<file path="config.mk">
export PLATFORM = sky130hd
export DESIGN_NAME = cnt_delta_recover
export DESIGN_NICKNAME = d
export VERILOG_FILES = /design/src/rtl/cnt_delta_recover.sv
export SDC_FILE = /design/constraint.sdc
export NUM_CORES = 1
export LEC_CHECK = 0
export BUFFER_PORTS_ARGS = -buffer_cell sky130_fd_sc_hd__buf_2
export CORE_AREA = 2 2 39 41
export CTS_BUF_LIST = sky130_fd_sc_hd__clkbuf_8
export DETAILED_ROUTE_END_ITERATION = 8
export DIE_AREA = 0 0 41 43
export PLACE_DENSITY = 0.84
export SYNTH_ARGS = -nofsm -noshare
export SYNTH_HDL_FRONTEND = slang
export SYNTH_SLANG_ARGS = --single-unit
</file>
<file path="constraint.sdc">
create_clock -name clock -period 2.3 [get_ports clock]
set_clock_uncertainty 0.15 [all_clocks]
set_input_delay 0.115 -clock clock [delete_from_list [all_inputs] [get_ports clock]]
set_output_delay 0.115 -clock clock [all_outputs]
set_load 0.005 [all_outputs]
</file>
<file path="src/rtl/cnt_delta_recover.sv">
// Recovers per-step increments from successive counter samples on a valid/ready stream.
// Optional step checking against exp_delta is enabled by defining STEP_CHECK_EN.
module cnt_delta_recover #(
    parameter int               WIDTH   = 4,
    parameter logic [WIDTH-1:0] INITVAL = '0
) (
    input  logic             clock,
    input  logic             resetn,
    input  logic             restart,
    input  logic             in_valid,
    output logic             in_ready,
    input  logic [WIDTH-1:0] in_cnt,
    output logic             out_valid,
    input  logic             out_ready,
    output logic [WIDTH-1:0] out_delta,
    input  logic [WIDTH-1:0] exp_delta = WIDTH'(10),
    output logic             err,
    output logic [WIDTH-1:0] err_cnt
);

    typedef enum logic {
        UNPRIMED = 1'b0,
        PRIMED   = 1'b1
    } state_t;

    function automatic logic [WIDTH-1:0] sat_inc(input logic [WIDTH-1:0] v);
        return (v == {WIDTH{1'b1}}) ? v : v + WIDTH'(1);
    endfunction

    state_t           r_state;
    state_t           w_state_nxt;
    logic [WIDTH-1:0] r_prev;
    logic [WIDTH-1:0] r_delta_p1;
    logic             r_vld_p1;
    logic             w_accept;
    logic             w_first;
    logic [WIDTH-1:0] w_ref;
    logic [WIDTH-1:0] w_delta;

    assign in_ready  = !r_vld_p1 || out_ready;
    assign w_accept  = in_valid && in_ready;
    assign out_valid = r_vld_p1;
    assign out_delta = r_delta_p1;

    // A restart on the accepting edge makes this sample the first one again.
    assign w_first = restart || (r_state == UNPRIMED);
    assign w_ref   = w_first ? INITVAL : r_prev;
    assign w_delta = in_cnt - w_ref;

    always_comb begin
        w_state_nxt = r_state;
        if (w_accept) begin
            w_state_nxt = PRIMED;
        end else if (restart) begin
            w_state_nxt = UNPRIMED;
        end
    end

    always_ff @(posedge clock) begin
        if (!resetn) begin
            r_state <= UNPRIMED;
        end else begin
            r_state <= w_state_nxt;
        end
    end

    // Stage p1: output register, replaced in place on drain+accept so there is no bubble.
    always_ff @(posedge clock) begin
        if (!resetn) begin
            r_vld_p1   <= 1'b0;
            r_delta_p1 <= '0;
            r_prev     <= INITVAL;
        end else if (w_accept) begin
            r_vld_p1   <= 1'b1;
            r_delta_p1 <= w_delta;
            r_prev     <= in_cnt;
        end else begin
            if (out_ready) begin
                r_vld_p1 <= 1'b0;
            end
            if (restart) begin
                r_prev <= INITVAL;
            end
        end
    end

`ifdef STEP_CHECK_EN
    logic             r_err;
    logic [WIDTH-1:0] r_err_cnt;
    logic             w_step_bad;

    assign w_step_bad = w_accept && !w_first && (w_delta != exp_delta);

    always_ff @(posedge clock) begin
        if (!resetn) begin
            r_err     <= 1'b0;
            r_err_cnt <= '0;
        end else if (w_step_bad) begin
            r_err     <= 1'b1;
            r_err_cnt <= sat_inc(r_err_cnt);
        end
    end

    assign err     = r_err;
    assign err_cnt = r_err_cnt;
`else
    logic w_unused_exp;

    assign w_unused_exp = ^{exp_delta, sat_inc('0)};
    assign err          = 1'b0;
    assign err_cnt      = '0;
`endif

endmodule

</file>
=== Yosys cells after proc, flatten, opt, wreduce, memory -nomap -nowiden ===
Index checks and enable logic that the tools add are counted.

* Reduce and logical (&&, ||, !) cells: 6
* Add/subtract/negate cells: 1
* Bitwise logic cells: 1
* Muxes and demuxes: 7

{| class="wikitable"
|+ Operators with widths
! cell !! count
|-
| 2-to-1 mux 4 bit || 3
|-
| 2-to-1 mux 1 bit || 4
|-
| nonzero test 2 bit || 2
|-
| subtractor 4 bit || 1
|-
| logical OR 1 bit || 2
|-
| logical AND 1 bit || 1
|-
| zero test 1 bit || 1
|-
| NOT 1 bit || 1
|}

* Output and inout bits: 11
* Logic and storage cells: 19
* Bits of input ports: 13
* Register bits: 10

=== Logic depth before layout (Yosys ltp) ===
Gate-level depths: netlist of run 1.

* Depth in word-level cells: 4
* Depth in mapped cells: 7

=== Least setup slack after synthesis of run 1 ===
Ideal clock, no wire load.

* Path type: flip-flop to flip-flop
* Start point: reg r_state
* End point: reg r_delta_p1[2], in the netlist out_delta[2]
* Data arrival time: 1.527 ns
* Cell stages (with the launch flop): 8
* Library setup time: 0.086 ns
* Buffers on the path: 0
* Setup slack: 0.537 ns
* Cell sequence: dfxtp_1 -> nor2b_1 -> and2_1 -> ha_1 -> inv_1 -> fa_1 -> xnor2_1 -> a211oi_1

* Word-level cells in the longest chain between the ends: 4

{| class="wikitable"
|+ Ends and longest elaborated chain
! what !! RTL line !! source
|-
| start, declared || 30 || <nowiki>state_t r_state;</nowiki>
|-
| start signal, assigned || 63 || <nowiki>r_state <= w_state_nxt;</nowiki>
|-
| NOT 1 bit || 46 || <nowiki>assign w_first = restart || (r_state == UNPRIMED);</nowiki>
|-
| logical OR 1 bit || 46 ||
|-
| 2-to-1 mux 4 bit || 47 || <nowiki>assign w_ref = w_first ? INITVAL : r_prev;</nowiki>
|-
| subtractor 4 bit || 48 || <nowiki>assign w_delta = in_cnt - w_ref;</nowiki>
|-
| end signal, assigned || 75 || <nowiki>r_delta_p1 <= w_delta;</nowiki>
|-
| end, declared || 33 || <nowiki>logic [WIDTH-1:0] r_delta_p1;</nowiki>
|}

Every way passes these cells.
A chain may end at the register's enable or synchronous reset.

=== Final worst setup path of run 1 ===
Same ends and word-level chain as after synthesis.

==> results.json, run 1 <==
{
  "critPathKind": "register to register",
  "min_period_ps": 1954,
  "synth_cell_types": 24,
  "utilization": 0.4973,
  "cpLargestDelayFamily": "adder cells",
  "grt_pass1_vias": 479,
  "clk_pin_slew_worst_paths_ps": 50,
  "r2r_slack_ps": 350,
  "drv_slew": 0,
  "fin_nets": 101,
  "synth.yosys.seq_area_share": 0.3571,
  "die_w_um": 41,
  "ir_worst_vdd_v": 0.0003011,
  "num_rows": 14,
  "critPathCapture": "out_delta[2]$_SDFFE_PN0N_",
  "synthCells": 64,
  "core_um2": 1384,
  "grt_max_degree": 12,
  "whs_ps": 22.80,
  "yosysWarnings": 0,
  "num-fill-cells": 148,
  "die_h_um": 43,
  "multiInputGateArea_um2": 311.5,
  "status": "completed",
  "antenna_found_initial": 0,
  "finalCritPeriodShare": 0.8497,
  "whs_path_depth": 3,
  "cp_num_cells": 7,
  "hpwl_um": 873.6,
  "rsz0062_at_grt": "no",
  "crit_path_max_incr_delay_ps": 380,
  "avgSynthCellArea_um2": 8.758,
  "cts_inserted_buffers": 3,
  "dr.first_iter.drc_count": 3,
  "critPathSlowestCell": "fa_1",
  "finalHoldViolations": 0,
  "setup_tns_ps": 0,
  "areaGrowthSynthToFinish_pct": 22.77,
  "ff2ff_path_depth": 7,
  "p_leak_uw": 0.0003111,
  "grt.overflow.total": 0,
  "reg2reg_from": "r_state$_SDFFE_PN0P_",
  "regArea_um2": 200.2,
  "synth.top_cell.area_share": 0.3571,
  "pin_count": 24,
  "worstPathArrival_ps": 1950,
  "crit_fanout": 4,
  "cp-end-kind": "register",
  "dr_total_vias": 477,
  "finalWeightedCongestion": 0.7498,
  "syn_area_um2": 560.5,
  "cts_tree": "built",
  "die_area_um2": 1763,
  "finalSetupViolations": 0,
  "cts_sinks": 10,
  "crit_required_ps": 2290,
  "layout-drive-gt1-share": 0.2683,
  "yosys_register_bits": 10,
  "grt_pass1_wl_um": 1869,
  "p_per_area_nw_per_um2": 632.1,
  "start_util": 0.4051,
  "yosys-top-cells-area": "dfxtp_1, buf_4, ha_1",
  "max_freq_mhz": 511.7,
  "clkLatencyLatePin_ps": 240,
  "path_cells": "nor2b_1 > and2_1 > ha_1 > inv_1 > fa_1 > xnor2_1 > a211oi_1",
  "crit_buf_inv": 1,
  "portBuffers": 14,
  "start_kind": "register",
  "firstDrtPassIters": 2,
  "maxCapViolCount": 0,
  "track_usage": 0.1643,
  "layout.cells.most_common": "buf_2",
  "wire_per_inst_um": 11.50,
  "cts.path.max_buffers": 2,
  "detail-route-antenna-nets": 0,
  "startpoint": "r_state$_SDFFE_PN0P_",
  "drt_wl_total_um": 1127,
  "cts_root_buf": "clkbuf_8",
  "antenna_cells": 0,
  "final_cell_mix": "buf_2, dfxtp_1, nand2_1",
  "hold_path.class": "input port to register",
  "reg2reg_to": "out_delta[2]$_SDFFE_PN0N_",
  "vias_per_cell": 4.867,
  "drc_errors": 0,
  "cts_htree_levels": 1,
  "yosys.area.top_type": "dfxtp_1"
}
tightest hold or removal path: stages:
cell,delay (ps)
buf_2,130
inv_1,50
a21oi_1,60
power breakdown:
part           internal [uW]  total (uW)  switching, uW
clock network            114         179           64.8
registers                185         191           6.14
logic                   30.9        64.5           33.5
through the flow:
| stage | worst slack, ps | total power, uW | instances | area, um2 |
|---|---|---|---|---|
| 2_1_floorplan | 537.1 | 239.2 | 68 | 575.6 |
| 3_3_place_gp | 408.9 | 252.2 | 92 | 616.8 |
| 3_5_place_dp | 345.3 | 255.9 | 92 | 616.8 |
| 4_1_cts | 327.9 | 440.5 | 98 | 688.2 |
| 5_1_grt | 193.6 | 458.4 | 98 | 688.2 |
| 6_report | 345.7 | 435.0 | 98 | 688.2 |
cells in the mapped netlist (all sizes together):
master and instances:
o21ai 1, nor2b 1, nand2 10, dfxtp 10
nand4 1, buf 6, or3 1, fa 1
nor2 4, a211oi 2, a21oi 7, and2 2
xnor2 2, nand3 1, nand3b 5, conb 1
nand2b 1, inv 4, ha 3, o211ai 1
flip-flops by register name, indices dropped and copies added (netlist names):
register / cells
out_valid: 1
r_state: 1
out_delta: 4
r_prev: 4
final cells by class:
| cell class | instances | area share |
|---|---|---|
| Multi-Input combinational cell | 48 | 0.4527 |
| Inverter | 4 | 0.02182 |
| Timing Repair Buffer | 17 | 0.1455 |
| Sequential cell | 10 | 0.2909 |
| Tap cell | 16 | 0.02909 |
| Clock buffer | 3 | 0.06000 |
timing repair:
item,4_1_cts,5_1_grt
hold endpoints to repair,3,0
hold buffers,3,0
setup buffers,0,0
setup endpoints to repair,0,0
gates resized for setup,0,0
cells by family (layout without fill, tap and decap cells):
group | Yosys count | in the layout | share of synthesized area
buffers and inverters | 10 | 24 | 0.1138
and+or+nand+nor | 26 | 26 | 0.2679
xor gates and xnor gates | 2 | 2 | 0.03126
AOI/OAI and AO/OA | 11 | 11 | 0.1205
adders and majority gates | 4 | 4 | 0.1027
other | 1 | 5 | 0.006690
DFF | 10 | 10 | 0.3571
layer usage:
metal  vias up  wire length (um)  part of all wire  global-route usage
met5         -                 0                 0                   0
met4         0                43             0.038              0.1267
met3         6                59             0.052             0.04712
met2        11               623              0.55              0.2813
met1       221               401              0.36              0.1466
li1        239                 -                 -                   -
worst min path at each step:
stage                                  end  slack, ps      start
global route        out_valid$_SDFFE_PN0P_         30   in_valid
detailed placement  r_prev[0]$_SDFFE_PN0P_        230  in_cnt[0]
finish              out_valid$_SDFFE_PN0P_         20   in_valid
floorplan           out_valid$_SDFFE_PN0P_         90   in_valid
global placement    r_prev[0]$_SDFFE_PN0P_        220  in_cnt[0]
CTS                 out_valid$_SDFFE_PN0P_         20   in_valid
No activity file was read; power rests on OpenSTA's default activity.
==> run 2, diff against run 1 <==
Clock period 2.3 ns to 1.85 ns, I/O delays scaled along.
==> run 2 against run 1 <==
Net effect:
- first-iteration DRC count up 130%
- die area unchanged
- routed wire length is 15% higher
- hold slack better by 2.6 ps
- sequential cell count stayed put
- register-to-register slack got worse by 250 ps
- critical path depth unchanged
- worst setup slack got worse by 250 ps
- cell count rose by 7.1%
- critical endpoint is now out_delta[1]$_SDFFE_PN0N_
==> results.json, run 2 (synthesis results as in run 1) <==
{
  "status": "completed",
  "place_inst": 94,
  "num-fill-cells": 131,
  "dr_total_vias": 502,
  "firstDrtPassIters": 4,
  "clk_pin_slew_worst_paths_ps": 50,
  "final_cell_area_um2": 787.0,
  "finalSetupViolations": 0,
  "setup_tns_ps": 0,
  "finalCritPeriodShare": 0.9457,
  "cts_inserted_buffers": 3,
  "antenna_found_initial": 0,
  "min_from": "out_ready",
  "die_area_um2": 1763,
  "num_rows": 14,
  "cts_sinks": 10,
  "core_um2": 1384,
  "grt_pass1_wl_um": 1890,
  "vias_per_cell": 4.781,
  "reg2reg_to": "out_delta[1]$_SDFFE_PN0N_",
  "start_util": 0.4051,
  "crit_fanout": 4,
  "track_usage": 0.1635,
  "crit_path_max_incr_delay_ps": 520,
  "antenna_cells": 0,
  "crit_required_ps": 1880,
  "worstPathArrival_ps": 1780,
  "dpl_worst_slack_ps": -58.70,
  "worst_slack_ps": 100.5,
  "hold_end": "out_valid$_SDFFE_PN0P_",
  "finalWeightedCongestion": 0.7494,
  "layout-drive-gt1-share": 0.3708,
  "hpwl_um": 868.3,
  "drc_errors": 0,
  "cpLargestDelayFamily": "adder cells",
  "cts.path.max_buffers": 2,
  "ir_worst_vdd_v": 0.0007515,
  "die_w_um": 41,
  "min_period_ps": 1750,
  "critPathKind": "register to register",
  "dr.first_iter.drc_count": 7,
  "start_kind": "register",
  "final_cell_mix": "buf_2, nand2_1, dfxtp_1",
  "ff2ff_path_depth": 7,
  "detail-route-antenna-nets": 0,
  "maxCapViolCount": 0,
  "whs_path_depth": 3,
  "p_leak_uw": 0.0003495,
  "critPathSlowestCell": "fa_2",
  "rsz0062_at_grt": "no",
  "drv_slew": 0,
  "portBuffers": 14,
  "pin_count": 24,
  "crit_buf_inv": 1,
  "postPlaceCellArea_um2": 631.9,
  "reg2reg_from": "r_state$_SDFFE_PN0P_",
  "drt_wl_total_um": 1301,
  "areaGrowthSynthToFinish_pct": 40.40,
  "cp-end-kind": "register",
  "cts_tree": "built",
  "finalHoldViolations": 0,
  "die_h_um": 43,
  "p_per_area_nw_per_um2": 783.3,
  "layout.cells.most_common": "buf_2",
  "stdcell_count": 105,
  "path_cells": "nor2b_4 > and2_4 > ha_2 > inv_1 > fa_2 > nand2_1 > a21oi_1",
  "max_freq_mhz": 571.6,
  "grt.overflow.total": 0,
  "cts_htree_levels": 1,
  "r2r_slack_ps": 100,
  "hold_path.class": "input port to register",
  "fin_nets": 107,
  "cts_root_buf": "clkbuf_8",
  "grt_max_degree": 12,
  "grt_pass1_vias": 459,
  "clkLatencyLatePin_ps": 240,
  "wire_per_inst_um": 12.39
}
## run 2: through the flow
step / power, uW / util / hold WS [ps]
2_1_floorplan: 297.3 / - / 71.97
3_3_place_gp: 317.4 / 0.4566 / 198.3
3_5_place_dp: 322.4 / 0.4566 / 202.0
4_1_cts: 615.5 / 0.5452 / 24.16
5_1_grt: 640.2 / 0.5687 / 44.41
6_report: 616.5 / 0.5687 / 25.40
## run 2: how the worst max path moves through the flow
stage               cells past startpoint                        end                 start  slack, ps
floorplan                               7  out_delta[2]$_SDFFE_PN0N_  r_state$_SDFFE_PN0P_         90
global placement                        7  out_delta[2]$_SDFFE_PN0N_  r_state$_SDFFE_PN0P_        -40
detailed placement                      7  out_delta[2]$_SDFFE_PN0N_  r_state$_SDFFE_PN0P_        -60
CTS                                     7  out_delta[2]$_SDFFE_PN0N_  r_state$_SDFFE_PN0P_         30
global route                            7  out_delta[1]$_SDFFE_PN0N_  r_state$_SDFFE_PN0P_         10
finish                                  7  out_delta[1]$_SDFFE_PN0N_  r_state$_SDFFE_PN0P_        100
## run 2: worst register-to-register path, cell delays in order, from the launching register on
cell	delay, ps
dfxtp_2	330
nor2b_4	170
and2_4	150
ha_2	170
inv_1	50
fa_2	520
nand2_1	50
a21oi_1	110
## run 2: per-layer routing
metal	wire (um)	share of wire	global-route usage
met1	448	0.34	0.1699
met4	25	0.019	0.08000
met5	0	0	0
met3	63	0.048	0.06283
met2	763	0.59	0.2688
## run 2: area by class of cell
class,count,area [um2],share of cell area
multi-input cells,48,342.8,0.4356
flip-flops and latches,10,201.4,0.2560
repair buffers,23,152.6,0.1940
clock buffers,4,55.05,0.06995
well taps,16,20.02,0.02544
inverters,4,15.01,0.01908
## run 2: timing repair
action                                 CTS  global route
hold buffers                             6             0
setup buffers                            0             1
pin swaps                                0             1
gates cloned                             0             0
setup endpoints to repair                2             2
gates resized for setup                  2             6
endpoints found under the hold margin    6             0
## run 2: power by group
group          leakage (uW)  internal (uW)  switching [uW]  total (uW)
clock network     0.0000288            187            91.0         278
logic              0.000238           51.4            48.2        99.6
registers         0.0000829            231            7.99         239
total              0.000349            469             147         616
